$ cat config.mk
export PLATFORM = sky130hd
export DESIGN_NAME = updown_counter_p
export DESIGN_NICKNAME = d
export VERILOG_FILES = /design/src/rtl/updown_counter_p.sv
export SDC_FILE = /design/constraint.sdc
export NUM_CORES = 1
export LEC_CHECK = 0
export ABC_AREA = 0
export BUFFER_PORTS_ARGS = -buffer_cell sky130_fd_sc_hd__buf_2
export CORE_MARGIN = 4
export CORE_UTILIZATION = 50
export CTS_CLUSTER_SIZE = 20
export DETAILED_ROUTE_END_ITERATION = 6
export PLACE_DENSITY = 0.77
export SYNTH_ARGS = -nofsm -noshare
export SYNTH_HDL_FRONTEND = slang
export SYNTH_SLANG_ARGS = --single-unit
export TNS_END_PERCENT = 20
$ cat constraint.sdc
create_clock -name Clk -period 2.42 [get_ports Clk]
set_input_delay 0.605 -clock Clk [delete_from_list [all_inputs] [get_ports Clk]]
set_output_delay 0.605 -clock Clk [all_outputs]
set_load 0.02 [all_outputs]
$ cat src/rtl/updown_counter_p.sv
// Up/down counter over the range 0..MAX_COUNT with synchronous load and a wrap pulse.
// Latency: Count and Wrap update one Clk edge after the inputs are sampled; Zero and AtMax are combinational.
// Backpressure: none; the counter steps on every edge that has En high and Load low.
//
// Ports:
//   Clk      - single clock; all state changes happen on its rising edge
//   reset    - asynchronous, active-low reset (Count = 0, Wrap = 0)
//   En       - count enable, one step per edge while high
//   UpOrDown - direction: 1 counts up, 0 counts down
//   Load     - synchronous load strobe, takes priority over En
//   LoadVal  - load value, clamped to MAX_COUNT
//   Count    - registered count value
//   Wrap     - registered one-cycle pulse, high while the wrapped value is on Count
//   Zero     - high when Count == 0
//   AtMax    - high when Count == MAX_COUNT
//
// Build option: define UPDOWN_SATURATE_EN to make the counter hold at the
// range ends instead of wrapping; Wrap is then tied low.
module updown_counter_p #(
    parameter int          WIDTH     = 8,
    parameter int unsigned MAX_COUNT = (2 ** WIDTH) - 1
) (
    input  logic             Clk,
    input  logic             reset,
    input  logic             En,
    input  logic             UpOrDown,
    input  logic             Load,
    input  logic [WIDTH-1:0] LoadVal,
    output logic [WIDTH-1:0] Count,
    output logic             Wrap,
    output logic             Zero,
    output logic             AtMax
);

    localparam logic [WIDTH-1:0] MAX_VAL = WIDTH'(MAX_COUNT);

    logic [WIDTH-1:0] count_q;
    logic [WIDTH-1:0] count_d;
    logic [WIDTH-1:0] load_clamped;
    logic             at_zero;
    logic             at_max;
    logic             step_up;
    logic             step_dn;
    logic             wrap_d;

    assign at_zero = (count_q == '0);
    assign at_max  = (count_q == MAX_VAL);

    // Clamping the load keeps Count within 0..MAX_COUNT in every state.
    assign load_clamped = (LoadVal > MAX_VAL) ? MAX_VAL : LoadVal;

    // UpOrDown only matters on a real count step (Load low, En high).
    assign step_up = !Load && En &&  UpOrDown;
    assign step_dn = !Load && En && !UpOrDown;

    always_comb begin
        count_d = count_q;
        wrap_d  = 1'b0;
        if (Load) begin
            count_d = load_clamped;
        end else if (step_up) begin
            if (at_max) begin
`ifdef UPDOWN_SATURATE_EN
                count_d = count_q;
`else
                count_d = '0;
                wrap_d  = 1'b1;
`endif
            end else begin
                count_d = count_q + 1'b1;
            end
        end else if (step_dn) begin
            if (at_zero) begin
`ifdef UPDOWN_SATURATE_EN
                count_d = count_q;
`else
                count_d = MAX_VAL;
                wrap_d  = 1'b1;
`endif
            end else begin
                count_d = count_q - 1'b1;
            end
        end
    end

    always_ff @(posedge Clk or negedge reset) begin
        if (!reset) begin
            count_q <= '0;
        end else begin
            count_q <= count_d;
        end
    end

`ifdef UPDOWN_SATURATE_EN
    assign Wrap = 1'b0;
`else
    logic wrap_q;

    // Wrap is a single-cycle pulse: it is rewritten every edge, so load and
    // hold cycles clear it.
    always_ff @(posedge Clk or negedge reset) begin
        if (!reset) begin
            wrap_q <= 1'b0;
        end else begin
            wrap_q <= wrap_d;
        end
    end

    assign Wrap = wrap_q;
`endif

    assign Count = count_q;
    assign Zero  = at_zero;
    assign AtMax = at_max;

endmodule

==> summary.txt, run 1 <==
Outcome
  • Status: finished, final reports clean

Floorplan
  • I/O pins: 24
  • Die X-Extent: 48.8 um
  • Core ar.: 0.00154 mm2
  • # rows: 14
  • Die area: 0.00238 mm2
  • Starting density of the core: 53.9%
  • Die height: 48.8 um

Yosys
  • Synth cell types: 40
  • Syn Area/Cell: 8.39 um2
  • Post-synthesis mux area share: 2.56%
  • Dominant cells by area after synthesis: dfrtp_1 27%, nor3b_1 6.3%, o21ai_0 4.8%, ha_1 4.5%, a21oi_1 4.2%
  • Combinational family with the most area after synthesis: simple AND/OR/NAND/NOR gates
  • Post-Synthesis Net Count: 115
  • Synthesized instance count: 99
  • Post-Synth XOR/XNOR Area: 7.38%
  • Register area share after synthesis: 27.1%
  • Seq cells post-synth: 9
  • Post-synth top area share: 27.1%
  • Post-synthesis compound-gate area fraction: 23.0%
  • Yosys warnings: 0
  • Mapped Area: 831 um2
  • Synth Area in Simple Gates: 28.9%
  • Post-synthesis adder-cell area fraction: 4.52%
  • Post-synth EDFFs: 0
  • Main synth FF type: dfrtp_1
  • Area leader, netlist: dfrtp_1
  • Ys async rst share: 100%

Timing
  • Fin Clk Skew: 1.98 ps
  • Worst-Margin Slew: 582 ps
  • Max Clk Rate: 0.431 GHz
  • Final setup violation count: 0
  • Final Cycle Share: 95.9%
  • TNS Setup: 0 ps
  • Max Slew Vio Count: 0
  • Max_slew headroom: 61.1%
  • Worst hold slack: 180 ps
  • Unrepaired setup endpoints after global routing: no
  • Hold Vio Cnt, Final: 0
  • Minimum clock period: 2320 ps

Worst hold path
  • Type of the worst min-delay path: in -> async

Flow run
  • Max Cap Viol: 0

Setup path
  • Slowest cell on the critical path: or4_4
  • CP Max Fanout: 9
  • Arr. time, crit path: 1720 ps
  • WP buf/inv: 1
  • CP Capture Type: output pin
  • Delay-heaviest family, CP: simple AND/OR/NAND/NOR gates
  • Required time of the critical path: 1810 ps
  • FF-to-FF Start: Count[5]$_DFFE_PN0P_
  • Critical Path, Cell by Cell: or4_4 -> nor2_8 -> buf_2
  • CP startpoint kind: register
  • Crit path launch: Count[5]$_DFFE_PN0P_
  • CP peak stage delay: 620 ps
  • Worst setup path class: reg -> out

CTS
  • TritonCTS clock tree: done
  • # Post-CTS Setup Buffers: 0
  • CTS Buf Count: 3
  • Root Buffer: clkbuf_4
  • Hold Buf Count CTS: 0
  • Clk buf depth: 2
  • CTS resizes: 2
  • Clock Pin Slew Worst Setup and Hold Paths: 70 ps
  • H-tree levels: 1
  • Clk sink count: 9
  • Clk Latency, worst-skew pair: 270 ps

Placed design
  • Placer congestion estimate: 0.900
  • Port bufs: 23
  • Post-DP HPWL: 1.59 mm

Drt
  • DR WL/cell: 15.3 um
  • Final wirelength: 2.11 mm
  • Remaining DRCs: 0
  • Vias after detailed routing: 847
  • Drt initial violations: 36
  • DR vias/cell: 6.14
  • 1st-pass router iterations: 4
  • Antenna Nets Post-Route: 0

Global routing
  • GRT Util Overall: 19.0%
  • First-pass GRT wire length: 3.59 mm
  • Vias in the first global route: 758
  • Initial antenna violation count: 0
  • Largest net degree at the start of global routing: 19
  • Overflow after GRT: 0

Finish
  • Most frequent cells in the layout: 23 x buf_2, 8 x dfrtp_1, 8 x o21ai_0
  • Ratio of cells with drive above 1 in the final layout: 32.8%
  • Commonest non-fill, non-tap cell in the layout: buf_2
  • Nets: 139
  • Ant diodes: 0
  • Area Overhead vs Synth: 18.4%

Power
  • Power Total: 525 uW
  • PwrDens: 534 mW/mm2
  • Peak VDD IR: 0.325 mV
  • P_leak: 0.000455 uW
==> per-stage QoR <==
step / area [um2] / setup WS [ps] / util, % / cells
5_1_grt: 983 / 33.7 / 63.8 / 138
3_3_place_gp: 953 / 299 / 61.9 / 134
4_1_cts: 983 / 96.1 / 63.8 / 138
6_report: 983 / 98.6 / 63.8 / 138
2_1_floorplan: 831 / 343 / - / 99
3_5_place_dp: 953 / 249 / 61.9 / 134
==> state kept, by name, summed over array words and instances, names as in the netlist <==
register / cells
Wrap: 1
Count: 8
==> final cells by class <==
class / count / area (um2)
fill: 140 / 558
multi-input combinational: 79 / 554
sequential: 9 / 226
timing repair buffer: 27 / 145
clock buffer: 4 / 26.3
tap: 16 / 20.0
inverter: 3 / 11.3
==> cells in the mapped netlist, types with 2 or more instances <==
library cell  count
dfrtp_1           9
o21ai_0           8
a21oi_1           7
nand2_1           7
nor3b_1           7
nand3_1           6
buf_2             4
xor2_1            4
clkbuf_1          3
ha_1              3
inv_1             3
nor2_1            3
o21ai_1           3
xnor2_1           3
a31oi_1           2
nor2_2            2
o211ai_1          2
==> routing by layer <==
| layer | track usage [%] | share of wire (%) |
|---|---|---|
| met5 | 0 | 0 |
| met4 | 8.52 | 1.8 |
| met3 | 5.83 | 7.6 |
| met2 | 29.3 | 47 |
| met1 | 24.0 | 44 |
==> kinds of logic (layout without fill, tap and decap cells) <==
kind of cell | count (synthesis) | in the layout
AND/OR/NAND/NOR | 37 | 37
AO/OA/AOI/OAI | 30 | 30
flip-flops | 9 | 9
XOR/XNOR | 7 | 7
buffers and inverters | 11 | 34
adder cells (fa/ha/maj) | 3 | 3
multiplexers | 2 | 2
==> where the power goes <==
part / leakage [uW] / switching [uW] / total (uW) / internal [uW]
sequential: 0.000109 / 29.4 / 197 / 168
combinational: 0.000331 / 115 / 200 / 85.7
clock: 0.0000150 / 63.2 / 127 / 63.9
==> final timing paths <==
path                                        end  slack (ps)  cells after the start
min in group Clk           Count[1]$_DFFE_PN0P_         540                      3
min                        Count[4]$_DFFE_PN0P_         180                      1
max reg2reg                      Wrap$_DFF_PN0_         760                      4
max in group asynchronous  Count[1]$_DFFE_PN0P_        2030                      1
max                                        Zero         100                      3
min reg2reg                Count[1]$_DFFE_PN0P_         680                      2
Power figures use the tool's default switching activity.
==> run 2, diff against run 1 <==
--- a/config.mk
+++ b/config.mk
@@ -9,6 +9,7 @@
 export BUFFER_PORTS_ARGS = -buffer_cell sky130_fd_sc_hd__buf_2
 export CORE_MARGIN = 4
 export CORE_UTILIZATION = 50
+export CTS_CLUSTER_DIAMETER = 50
 export CTS_CLUSTER_SIZE = 20
 export DETAILED_ROUTE_END_ITERATION = 6
 export PLACE_DENSITY = 0.77
==> constraint.sdc (replaced) <==
create_clock -name Clk -period 2.6 [get_ports Clk]
set_input_delay 0.65 -clock Clk [delete_from_list [all_inputs] [get_ports Clk]]
set_output_delay 0.65 -clock Clk [all_outputs]
set_load 0.02 [all_outputs]
==> run 2 against run 1 <==
Effect of this change:
- clock skew increased by 0.98 ps
- routed wire length increased by 2.4%
- critical path depth increased by 2
- final cell count decreased by 0.72%
- clock power decreased by 13%
- clock-buffer cell count unchanged
- global-route usage decreased by 0.23 points
- hold slack improved by 45 ps
- via count decreased by 3.1%
- critical path type unchanged
- highest routed layer unchanged
==> summary.txt, run 2 (synthesized netlist as in run 1, its figures left out) <==
Outcome
  • Status: finished, final reports clean

Global routing
  • Largest net degree at the start of global routing: 13
  • Vias in the first global route: 782
  • Overflow after GRT: 0
  • First-pass GRT wire length: 3.59 mm
  • GRT Util Overall: 18.8%
  • Initial antenna violation count: 0

Finish
  • Nets: 138
  • Area Overhead vs Synth: 17.2%
  • Area of the multi-input gates: 552 um2
  • Finished layout cell area: 973 um2
  • Ant diodes: 0
  • Commonest non-fill, non-tap cell in the layout: buf_2
  • Max reg flops: 8
  • Ratio of cells with drive above 1 in the final layout: 32.2%
  • Storage element area: 226 um2
  • Fill cell count: 147
  • Most frequent cells in the layout: 23 x buf_2, 8 x dfrtp_1, 8 x o21ai_0

Setup path
  • Arr. time, crit path: 1860 ps
  • FF-to-FF Start: Count[0]$_DFFE_PN0P_
  • Reg-to-reg critical path endpoint: Wrap$_DFF_PN0_
  • Worst reg2reg setup slack: 830 ps
  • Required time of the critical path: 1950 ps
  • Crit path launch: Count[0]$_DFFE_PN0P_
  • Slowest cell on the critical path: or3b_2
  • CP Max Fanout: 9
  • Depth of the most critical reg-to-reg path: 6
  • WP buf/inv: 2
  • CP peak stage delay: 550 ps
  • CP Capture Type: output pin
  • Worst setup path class: reg -> out
  • CP startpoint kind: register
  • Critical Path, Cell by Cell: inv_1 -> ha_1 -> or3b_2 -> nor2_8 -> buf_2
  • Delay-heaviest family, CP: simple AND/OR/NAND/NOR gates

Flow run
  • Max Cap Viol: 0

Timing
  • Max Clk Rate: 0.399 GHz
  • Hold Vio Cnt, Final: 0
  • TNS Setup: 0 ps
  • Unrepaired setup endpoints after global routing: no
  • Max Slew Vio Count: 0
  • Max_slew headroom: 57.6%
  • Final setup violation count: 0
  • Minimum clock period: 2510 ps
  • Fin Clk Skew: 2.96 ps
  • Worst-Margin Slew: 635 ps
  • Final Cycle Share: 96.4%

Drt
  • Antenna Nets Post-Route: 0
  • Remaining DRCs: 0
  • DR WL/cell: 15.8 um
  • 1st-pass router iterations: 4
  • Drt initial violations: 13
  • Vias after detailed routing: 821
  • DR vias/cell: 5.99
  • Final wirelength: 2.16 mm

Worst hold path
  • Type of the worst min-delay path: in -> async

Placed design
  • Cell Area, Placed: 946 um2
  • Post-DP HPWL: 1.65 mm
  • Port bufs: 23
  • Placer congestion estimate: 0.869

CTS
  • H-tree levels: 1
  • Clk Latency, worst-skew pair: 260 ps
  • Root Buffer: clkbuf_4
  • Hold Buf Count CTS: 0
  • # Post-CTS Setup Buffers: 0
  • CTS Buf Count: 3
  • Clk sink count: 9
  • TritonCTS clock tree: done
  • Clk buf depth: 2
  • Clock Pin Slew Worst Setup and Hold Paths: 60 ps

Floorplan
  • Starting density of the core: 53.9%
  • Die height: 48.8 um
  • # rows: 14
  • Die X-Extent: 48.8 um
  • Core ar.: 0.00154 mm2
  • Die area: 0.00238 mm2
  • I/O pins: 24

Power
  • Peak VDD IR: 0.313 mV
  • P_leak: 0.000449 uW
  • PwrDens: 492 mW/mm2
  • Power Total: 479 uW
-- run 2: changes by cell type in the layout (fill, tap and decap cells not counted), sizes merged --
cell,change
buf,-1
-- run 2: cell type report --
cell class / count / area share [%]
Inverter: 3 / 1.16
Clock buffer: 4 / 2.70
Multi-Input combinational cell: 79 / 56.7
Timing Repair Buffer: 26 / 14.1
Sequential cell: 9 / 23.3
Tap cell: 16 / 2.06
-- run 2: power by group --
part / internal, uW / leakage [uW] / switching [uW]
clock network: 59.3 / 0.0000150 / 50.6
registers: 156 / 0.000109 / 28.6
logic: 77.3 / 0.000325 / 107
total: 293 / 0.000449 / 186
-- run 2: worst max path at each step --
stage	end	slack (ps)	cells after the start
detailed placement	Zero	370	5
floorplan	Zero	480	4
global route	Zero	10	5
CTS	Zero	70	5
global placement	Zero	400	5
finish	Zero	90	5
-- run 2: per-layer routing --
metal	GRT usage, %	routed length [um]	up-vias	share of wire (%)
met1	23.6	932	377	43
met2	29.3	1010	32	47
met5	0	0	-	0
li1	-	-	406	-
met3	6.75	170	6	7.9
met4	6.28	45	0	2.1
-- run 2: timing repair --
item | 4_1_cts | 5_1_grt
hold endpoints to repair | 0 | 0
gates resized for setup | 0 | 1
endpoints found under the setup margin | 0 | 1
-- run 2: through the flow --
step	setup slack [ps]	hold slack (ps)	utilization [%]	instances
floorplan	478	354	-	99
finish	93.0	225	63.1	137
detailed placement	367	517	61.4	133
global placement	397	519	61.4	133
global route	9.68	226	63.1	137
CTS	72.5	235	63.1	137
==> run 3, diff against run 2 <==
--- a/config.mk
+++ b/config.mk
@@ -7,7 +7,6 @@
 export LEC_CHECK = 0
 export ABC_AREA = 0
 export BUFFER_PORTS_ARGS = -buffer_cell sky130_fd_sc_hd__buf_2
-export CORE_MARGIN = 4
 export CORE_UTILIZATION = 50
 export CTS_CLUSTER_DIAMETER = 50
 export CTS_CLUSTER_SIZE = 20
==> run 3 against run 2 <==
Effect of this change:
- sequential share of layout area is 0.33 points lower
- routed wire length is 0.93% higher
- setup slack better by 60 ps
- critical path type unchanged
==> summary.txt, run 3 (synthesized netlist as in run 1, its figures left out) <==
Outcome
  • Status: finished, final reports clean

Timing
  • Final setup violation count: 0
  • Max Clk Rate: 0.409 GHz
  • Unrepaired setup endpoints after global routing: no
  • Minimum clock period: 2450 ps
  • Final WS setup: 153 ps
  • Worst-Margin Slew: 622 ps
  • Max Slew Vio Count: 0
  • Fin Clk Skew: 4.70 ps
  • Final Cycle Share: 94.1%
  • Hold Vio Cnt, Final: 0
  • Max_slew headroom: 58.4%
  • TNS Setup: 0 ps

Global routing
  • Overflow after GRT: 0
  • Largest net degree at the start of global routing: 19
  • First-pass GRT wire length: 3.49 mm
  • Vias in the first global route: 699
  • GRT Util Overall: 25.8%
  • Initial antenna violation count: 0

Floorplan
  • I/O pins: 24
  • # rows: 14
  • Starting density of the core: 54.5%
  • Die area: 0.00183 mm2
  • Die X-Extent: 42.8 um
  • Core ar.: 0.00152 mm2
  • Die height: 42.8 um

Power
  • P_leak: 0.000457 uW
  • Peak VDD IR: 0.319 mV
  • PwrDens: 503 mW/mm2
  • Sw Ratio: 39.6%
  • Sequential share of power: 35.7%
  • Clk pwr share: 23.8%
  • Internal: 298 uW
  • Combinational Power Share: 40.5%
  • Psw: 196 uW

CTS
  • Root Buffer: clkbuf_4
  • CTS resizes: 0
  • Clk buf depth: 2
  • CTS Buf Count: 3
  • Clk Latency, worst-skew pair: 270 ps
  • H-tree levels: 1
  • Clock Pin Slew Worst Setup and Hold Paths: 70 ps
  • Hold Buf Count CTS: 0
  • Clk sink count: 9
  • TritonCTS clock tree: done
  • # Post-CTS Setup Buffers: 0

Drt
  • Final wirelength: 2.18 mm
  • Antenna Nets Post-Route: 0
  • Remaining DRCs: 0
  • DR vias/cell: 6.17
  • 1st-pass router iterations: 5
  • DR WL/cell: 15.8 um
  • Vias after detailed routing: 851
  • Drt initial violations: 49

Setup path
  • Worst setup path class: reg -> out
  • CP peak stage delay: 470 ps
  • Arr. time, crit path: 1800 ps
  • Critical Path, Cell by Cell: inv_1 -> ha_1 -> or3b_4 -> nor2_8 -> buf_2
  • Slowest cell on the critical path: dfrtp_1
  • CP startpoint kind: register
  • Required time of the critical path: 1950 ps
  • CP Capture Type: output pin
  • CP Max Fanout: 9

Placed design
  • Post-DP HPWL: 1.56 mm
  • Port bufs: 23
  • Dpl ws: 317 ps
  • Placer congestion estimate: 0.935

Flow run
  • Max Cap Viol: 0

Finish
  • Commonest non-fill, non-tap cell in the layout: buf_2
  • Ant diodes: 0
  • Max reg flops: 8
  • Ratio of cells with drive above 1 in the final layout: 32.0%
  • Fill cell count: 145
  • Most frequent cells in the layout: 23 x buf_2, 9 x dfrtp_1, 8 x o21ai_0
  • Area Overhead vs Synth: 18.2%
  • Nets: 139

Worst hold path
  • Type of the worst min-delay path: in -> async
run 3: cell types whose count changed in the layout (fill, tap and decap cells not counted):
| cell | previous run | this run |
|---|---|---|
| buf_4 | 3 | 4 |
| dfrtp_1 | 8 | 9 |
| or3b_4 | 0 | 1 |
| dfrtp_2 | 1 | 0 |
| or3b_2 | 1 | 0 |
run 3: per-layer routing:
metal	part of all wire, %	vias up	wire length, um	track usage [%]
met5	0	-	0	0
met4	1.1	0	23	10.0
met3	6.6	4	145	5.53
met2	46	38	1010	38.8
met1	46	400	999	36.0
li1	-	409	-	-
run 3: worst paths after layout:
| kind | start | end | slack (ps) | cells past startpoint |
|---|---|---|---|---|
| setup / recovery | Count[0]$_DFFE_PN0P_ | Zero | 150 | 5 |
| hold / removal | reset | Count[5]$_DFFE_PN0P_ | 220 | 1 |
| setup reg to reg | Count[0]$_DFFE_PN0P_ | Count[0]$_DFFE_PN0P_ | 900 | 6 |
| hold reg to reg | Count[7]$_DFFE_PN0P_ | Count[7]$_DFFE_PN0P_ | 660 | 2 |
| max in group asynchronous | reset | Count[0]$_DFFE_PN0P_ | 2190 | 1 |
| min in group Clk | LoadVal[7] | Count[7]$_DFFE_PN0P_ | 600 | 3 |
run 3: worst max-delay path, delay by kind of cell, from the launching register on:
| kind | cells | cell delay, ps |
|---|---|---|
| AND/OR/NAND/NOR | 2 | 570 |
| flip-flops | 1 | 470 |
| buffers and inverters | 2 | 320 |
| adder cells (fa/ha/maj) | 1 | 170 |
run 3: final cells by class:
| class | instances | area (um2) | share of cell area (%) |
|---|---|---|---|
| tap | 16 | 20.0 | 2.04 |
| sequential | 9 | 225 | 22.9 |
| inverter | 3 | 11.3 | 1.15 |
| multi-input combinational | 79 | 554 | 56.4 |
| clock buffer | 4 | 26.3 | 2.68 |
| timing repair buffer | 27 | 145 | 14.8 |
run 3: through the flow:
stage / total power (uW) / cells / hold WS [ps] / cell area [um2] / utilization [%]
after floorplan: 318 / 99 / 354 / 831 / -
after global placement: 370 / 134 / 515 / 953 / 62.6
after detailed placement: 375 / 134 / 525 / 953 / 62.6
after CTS: 491 / 138 / 237 / 980 / 64.3
after global routing: 525 / 138 / 236 / 982 / 64.4
final: 494 / 138 / 222 / 982 / 64.4
run 3: power by group through the flow:
stage	clock (uW)	sequential (uW)	combinational, uW
3_5_place_dp	0	178	197
2_1_floorplan	0	196	122
6_report	117	176	200
4_1_cts	117	176	198
5_1_grt	130	179	217
3_3_place_gp	0	177	194
